## config.mk

```make
export PLATFORM = sky130hd
export DESIGN_NAME = mem_arbiter
export DESIGN_NICKNAME = d
export VERILOG_FILES = /design/src/rtl/mem_arbiter.sv
export SDC_FILE = /design/constraint.sdc
export NUM_CORES = 1
export LEC_CHECK = 0
export CAP_MARGIN = 10
export CORE_ASPECT_RATIO = 1.75
export CORE_MARGIN = 5
export CORE_UTILIZATION = 45
export DETAILED_ROUTE_END_ITERATION = 10
export PLACE_DENSITY = 0.81
export SLEW_MARGIN = 20
export SYNTH_ARGS = -nofsm -noshare
export SYNTH_HDL_FRONTEND = slang
export SYNTH_SLANG_ARGS = --single-unit
```

## constraint.sdc

```tcl
create_clock -name clk -period 2.05 [get_ports clk]
set_input_delay 0.205 -clock clk [delete_from_list [all_inputs] [get_ports clk]]
set_output_delay 0.205 -clock clk [all_outputs]
set_load 0.02 [all_outputs]
```

## src/rtl/mem_arbiter.sv

```systemverilog
// ---------------------------------------------------------------------------
// mem_arbiter
//
// Shares one 16-bit-wide synchronous memory port between an instruction
// fetch requester (always 32-bit reads) and a data requester (16/32-bit
// reads and writes). A 32-bit access is split into two word accesses,
// little-endian: word A holds bits [15:0], word A+1 holds bits [31:16].
// Address A+1 wraps naturally from 32'hFFFF_FFFF to 32'h0000_0000.
//
// Configuration macro:
//   MEM_ARB_ROUND_ROBIN_EN  defined   -> on contention grant the requester
//                                        that was not granted last (first
//                                        contention after reset -> data).
//                           undefined -> fixed priority, data always wins.
//
// Ports:
//   clk, rst          single clock, synchronous active-high reset
//   if_req/if_addr    fetch request + word address, held until if_ack
//   if_ack/if_rdata   one-cycle completion pulse, fetched data (held)
//   d_req/d_we/d_size/d_addr/d_wdata
//                     data request, held until d_ack; d_size 0=16b, 1=32b
//   d_ack/d_rdata     one-cycle completion pulse, read data (held,
//                     16-bit reads zero-extended)
//   busy              high whenever the FSM is not IDLE
//   mem_read_enable/mem_read_addr    memory read strobe and address
//   mem_write_enable/mem_write_addr/mem_write_data
//                     memory write strobe, address and word
//   mem_read_data     memory read word, registered by the memory on the
//                     posedge after mem_read_enable
// ---------------------------------------------------------------------------
module mem_arbiter (
    input  logic        clk,
    input  logic        rst,

    input  logic        if_req,
    input  logic [31:0] if_addr,
    output logic        if_ack,
    output logic [31:0] if_rdata,

    input  logic        d_req,
    input  logic        d_we,
    input  logic        d_size,
    input  logic [31:0] d_addr,
    input  logic [31:0] d_wdata,
    output logic        d_ack,
    output logic [31:0] d_rdata,

    output logic        busy,

    output logic        mem_read_enable,
    output logic        mem_write_enable,
    output logic [31:0] mem_read_addr,
    output logic [31:0] mem_write_addr,
    output logic [15:0] mem_write_data,
    input  logic [15:0] mem_read_data
);

    localparam logic [2:0] IDLE   = 3'd0;
    localparam logic [2:0] RD_LO  = 3'd1;
    localparam logic [2:0] RD_HI  = 3'd2;
    localparam logic [2:0] RD_FIN = 3'd3;
    localparam logic [2:0] WR_LO  = 3'd4;
    localparam logic [2:0] WR_HI  = 3'd5;

    logic [2:0]  state;
    logic [2:0]  state_next;

    // Registered copy of the granted request; the memory side is decoded
    // only from these, so the requester may change its inputs freely once
    // it has been granted without disturbing the memory strobes.
    logic [31:0] addr_q;
    logic [31:0] wdata_q;
    logic        wide_q;
    logic        owner_data_q;
    logic [15:0] lo_q;

    logic        grant_any;
    logic        grant_data;
    logic        grant_we;
    logic        grant_wide;
    logic [31:0] grant_addr;

    logic        ack_cycle;
    logic        read_done;
    logic        write_done;
    logic [31:0] rdata_word;

`ifdef MEM_ARB_ROUND_ROBIN_EN
    // 1 when the most recent grant went to the data requester.
    logic        last_grant_data;
`endif

    // While either ack is high the arbiter is in its turnaround cycle and
    // grants nobody. The just-finished requester still has its request
    // asserted in this cycle (it only sees the ack now), so granting it
    // would replay the transaction; skipping the cycle altogether also
    // keeps the priority rule deterministic for requesters that hold
    // their request continuously.
    assign ack_cycle = if_ack | d_ack;

    // Arbitration: only evaluated in IDLE outside the turnaround cycle.
    always_comb begin
        grant_any  = 1'b0;
        grant_data = 1'b0;
        if (state == IDLE && !ack_cycle) begin
`ifdef MEM_ARB_ROUND_ROBIN_EN
            if (d_req && if_req) begin
                grant_any  = 1'b1;
                grant_data = !last_grant_data;
            end else if (d_req) begin
                grant_any  = 1'b1;
                grant_data = 1'b1;
            end else if (if_req) begin
                grant_any  = 1'b1;
                grant_data = 1'b0;
            end
`else
            if (d_req) begin
                grant_any  = 1'b1;
                grant_data = 1'b1;
            end else if (if_req) begin
                grant_any  = 1'b1;
                grant_data = 1'b0;
            end
`endif
        end
    end

    // Attributes of the winning request. Fetches are always 32-bit reads,
    // so d_we/d_size only matter when the data side wins.
    always_comb begin
        grant_we   = grant_data & d_we;
        grant_wide = grant_data ? d_size : 1'b1;
        grant_addr = grant_data ? d_addr : if_addr;
    end

    // Next-state logic for the access sequencer.
    always_comb begin
        state_next = state;
        case (state)
            IDLE: begin
                if (grant_any) begin
                    state_next = grant_we ? WR_LO : RD_LO;
                end
            end
            RD_LO:   state_next = wide_q ? RD_HI : RD_FIN;
            RD_HI:   state_next = RD_FIN;
            RD_FIN:  state_next = IDLE;
            WR_LO:   state_next = wide_q ? WR_HI : IDLE;
            WR_HI:   state_next = IDLE;
            default: state_next = IDLE;
        endcase
    end

    // State register plus the latched request. lo_q grabs word A during
    // RD_HI: that is the cycle in which the memory presents the word
    // addressed in RD_LO.
    always_ff @(posedge clk) begin
        if (rst) begin
            state        <= IDLE;
            addr_q       <= 32'h0;
            wdata_q      <= 32'h0;
            wide_q       <= 1'b0;
            owner_data_q <= 1'b0;
            lo_q         <= 16'h0;
        end else begin
            state <= state_next;
            if (grant_any) begin
                addr_q       <= grant_addr;
                wdata_q      <= grant_data ? d_wdata : 32'h0;
                wide_q       <= grant_wide;
                owner_data_q <= grant_data;
            end
            if (state == RD_HI) begin
                lo_q <= mem_read_data;
            end
        end
    end

`ifdef MEM_ARB_ROUND_ROBIN_EN
    // Remember who won last so contention alternates. Reset value "fetch"
    // makes the first contention after reset go to the data requester.
    always_ff @(posedge clk) begin
        if (rst) begin
            last_grant_data <= 1'b0;
        end else if (grant_any) begin
            last_grant_data <= grant_data;
        end
    end
`endif

    // Completion decode. A 16-bit write finishes in WR_LO; every read
    // finishes in RD_FIN, where the memory is presenting the last word.
    always_comb begin
        read_done  = (state == RD_FIN);
        write_done = (state == WR_HI) || (state == WR_LO && !wide_q);
        rdata_word = wide_q ? {mem_read_data, lo_q} : {16'h0, mem_read_data};
    end

    // Ack pulses and read-data holding registers. Each requester's rdata
    // only changes on its own read completion.
    always_ff @(posedge clk) begin
        if (rst) begin
            if_ack   <= 1'b0;
            d_ack    <= 1'b0;
            if_rdata <= 32'h0;
            d_rdata  <= 32'h0;
        end else begin
            if_ack <= 1'b0;
            d_ack  <= 1'b0;
            if (read_done) begin
                if (owner_data_q) begin
                    d_ack   <= 1'b1;
                    d_rdata <= rdata_word;
                end else begin
                    if_ack   <= 1'b1;
                    if_rdata <= rdata_word;
                end
            end
            if (write_done) begin
                d_ack <= 1'b1;
            end
        end
    end

    // Memory-side outputs are a pure decode of registered state, so they
    // hold steady for the whole cycle, including the memory's negedge
    // write. The high word always lives at addr_q + 1 (wraps at 2^32).
    always_comb begin
        busy             = (state != IDLE);
        mem_read_enable  = (state == RD_LO) || (state == RD_HI);
        mem_write_enable = (state == WR_LO) || (state == WR_HI);
        mem_read_addr    = (state == RD_HI) ? addr_q + 32'd1 : addr_q;
        mem_write_addr   = (state == WR_HI) ? addr_q + 32'd1 : addr_q;
        mem_write_data   = (state == WR_HI) ? wdata_q[31:16] : wdata_q[15:0];
    end

endmodule

```

==> reports/qor.yml <==
outcome:
  status: "finished with violations"
  violations: "negative setup slack"
drt:
  num_vias: 8942
  drt_wl_total_mm: 35.8
  drt_iter0_markers: 939
  vias_per_cell: 6.01
  ant_nets: 0
  routedWlPerCell_um: 24.1
  drtPass1Iterations: 5
  route.detailed.drc: 0
power_and_ir_drop:
  swShare: 0.399
  static-leakage-power_nw: 5.28
  powerDensity_mw_per_mm2: 935
  power.switching_mw: 4.78
  p_int_mw: 7.20
  p_clk_frac: 0.264
  ir_drop_uv: 587
  totalPowerFinal_mw: 12.0
  seq_power_share: 0.309
  power_frac_comb: 0.427
die:
  core_mm2: 0.0159
  die_y_um: 178
  die_area_mm2: 0.0188
  die_w_um: 106
  io_pins: 267
  rows: 61
  start_util: 0.456
clock_tree:
  cts_sinks: 151
  cts_root_buf: "clkbuf_16"
  htree_num_levels: 4
  cts_buffers: 17
  hold_buffers: 0
  clk_pin_slew_ps: 80
  tritoncts: "done"
  cts_buffer_depth: 2
  clk_latency_ps: 420
placement:
  place_hpwl_mm: 19.8
  dp_cells: 1393
  port_buffers: 266
  gp_congestion: 0.937
critical_path:
  ff2ff_path_depth: 7
  required_ps: 1850
  path_common_cell: "buf_6"
  crit_slowest_cell: "nor2_1"
  crit_chain: "buf_6 > buf_6 > and3b_2 > nand4_1 > nor2_1 > xor2_1 > buf_4"
  cp.buffers_inverters: 3
  ff2ff_setup_slack_ps: -240
  crit_path_start_kind: "register"
  end_kind: "primary output"
  path_max_fanout: 5
  critPathMaxStageDelay_ps: 490
  worstSetupPathType: "register to primary output"
  arrival_ps: 2360
  r2r-end: "addr_q[9]"
  reg2reg_from: "state[2]"
  crit_start: "state[1]"
  critical_path_depth: 7
  crit_family: "simple AND/OR/NAND/NOR gates"
worst_hold_path:
  whs_endpoint: "d_rdata[13]"
  hp-start: "rst"
  whs_path_depth: 2
  hold_class: "input pin to register"
sta:
  tightest_slew_ps: 734
  setup_viol: 78
  hold_viol: 0
  setup_tns_ps: -16440
  fin_crit_sh: 1.25
  clock_skew_ps: 15.0
  fmax_mhz: 389
  slew_headroom: 0.506
  post-route-min-period_ps: 2570
  final-max-slew-violation-count: 0
  rsz0062_at_grt: "yes"
  layout_setup_ws_ps: -520
yosys:
  yosys_warnings: 0
  ys_ff_latch: 151
  ys_seq_area_frac: 0.417
  synth_cell_type_count: 46
  syn_area_mm2: 0.00724
  synth_edf_count: 0
  synth_cells: 922
  yosys_most_used_dff: "dfxtp_1"
  syn_nets: 1041
  async_flop_share: 0
  syn_avg_cell_area_um2: 7.85
layout:
  layout.cells.most_common: "clkdlybuf4s50_1"
  multi_input_comb_area_mm2: 0.00471
  area_growth_pct: 77.1
  layout.nets: 1404
  fillCellCount: 815
  mostFrequentLayoutCells: "182 x clkdlybuf4s50_1, 169 x nor2_1, 158 x buf_4"
  finalNonFillerCells: 1489
  seqCellArea_mm2: 0.00307
  drive_gt1_frac: 0.344
  finish.utilization: 0.808
global_route:
  antenna_found_initial: 2
  grt_start_max_net_pins: 70
  grt_pass1_wl_mm: 44.4
  grt_usage: 0.304
  grt_pass1_vias: 8345
  grt_overflow_total: 0
flow_run:
  max-cap-violations: 0
-- stage by stage --
step           hold slack, ps  setup WS, ps  instance area, um^2
6_report                  320          -520                12800
5_1_grt                   306          -639                12800
4_1_cts                   270          -210                11700
3_5_place_dp              448          -290                10600
3_3_place_gp              441          -207                10600
2_1_floorplan             341           119                 7240
-- worst register-to-register path: stages, from the launching register on --
cell	delay [ps]
dfxtp_2	330
buf_6	130
buf_4	150
nor3_4	300
o211a_1	250
buf_12	210
nor2_1	100
nor4_1	650
-- final cells by class --
class | instances | share of cell area
Timing Repair Buffer | 428 | 0.325
Clock buffer | 17 | 0.0332
Sequential cell | 151 | 0.239
Inverter | 7 | 0.00205
Antenna cell | 2 | 0.000390
Tap cell | 189 | 0.0184
Clock inverter | 15 | 0.0139
Multi-Input combinational cell | 680 | 0.367
-- power groups by stage --
stage                     Combinational, mW  Sequential [mW]  Clock [mW]
final                                  5.12             3.71        3.16
after global routing                   5.32             3.74        3.30
after CTS                              4.39             3.62        3.16
after detailed placement               4.35             3.63           0
after global placement                 4.30             3.61           0
after floorplan                        2.27             3.62           0
-- synth_stat cells, types with 2 or more instances --
cell type,n,area [um^2]
a2111oi_0,3,26.3
a211oi_1,33,248
a21o_1,2,15.0
a21oi_1,52,260
a22oi_1,32,240
and3_1,5,31.3
and4_1,2,17.5
buf_1,4,15.0
buf_2,31,155
buf_4,2,15.0
buf_6,3,33.8
clkbuf_1,42,158
clkbuf_2,2,10.0
dfxtp_1,151,3020
inv_1,7,26.3
mux2i_1,16,160
nand2_1,135,507
nand3_1,58,290
nand3b_1,4,30.0
nand4_1,17,106
nand4_2,2,25.0
nand4_4,2,42.5
nor2_1,184,691
nor3_1,12,60.1
nor4_1,24,150
nor4_2,11,138
nor4_4,2,42.5
o21ai_0,3,15.0
or2_2,2,12.5
or3_1,2,12.5
xnor2_1,43,377
xor2_1,20,175
-- routing by layer --
layer,global-route usage,routed length (um)
met4,0.217,3150
met5,0,0
met1,0.296,11300
met3,0.0768,3540
met2,0.550,17800
-- how the worst max path moves through the flow --
stage	endpoint	slack, ps
floorplan	mem_read_addr[31]	120
global placement	mem_read_addr[20]	-210
detailed placement	mem_write_addr[20]	-290
CTS	mem_write_addr[20]	-210
global route	addr_q[11]	-640
finish	mem_write_addr[10]	-520
-- logic make-up (layout without fill, tap and decap cells) --
family          after synthesis  in the layout  synth area share
simple gates                473            473             0.311
flops                       151            151             0.417
compound gates              127            127             0.114
buf+inv                      91            467            0.0570
xor+xnor                     63             63            0.0762
mux                          16             16            0.0221
fa+ha+maj                     1              1           0.00173
other cells                   0              2                 0
-- state kept, by name (all words and copies together), names as in the netlist --
| register | cells |
|---|---|
| state | 3 |
| d_rdata | 32 |
| lo_q | 16 |
| owner_data_q | 1 |
| d_ack | 1 |
| wdata_q | 32 |
| addr_q | 32 |
| if_rdata | 32 |
| wide_q | 1 |
| if_ack | 1 |
-- what timing repair did --
action / CTS / global route
endpoints found under the hold margin: 0 / 0
pin swaps: 54 / 96
endpoints found under the setup margin: 84 / 81
resized for setup: 512 / 209
cloned: 1 / 3
buffers inserted: 28 / 33
No activity file was read; power rests on OpenSTA's default activity.
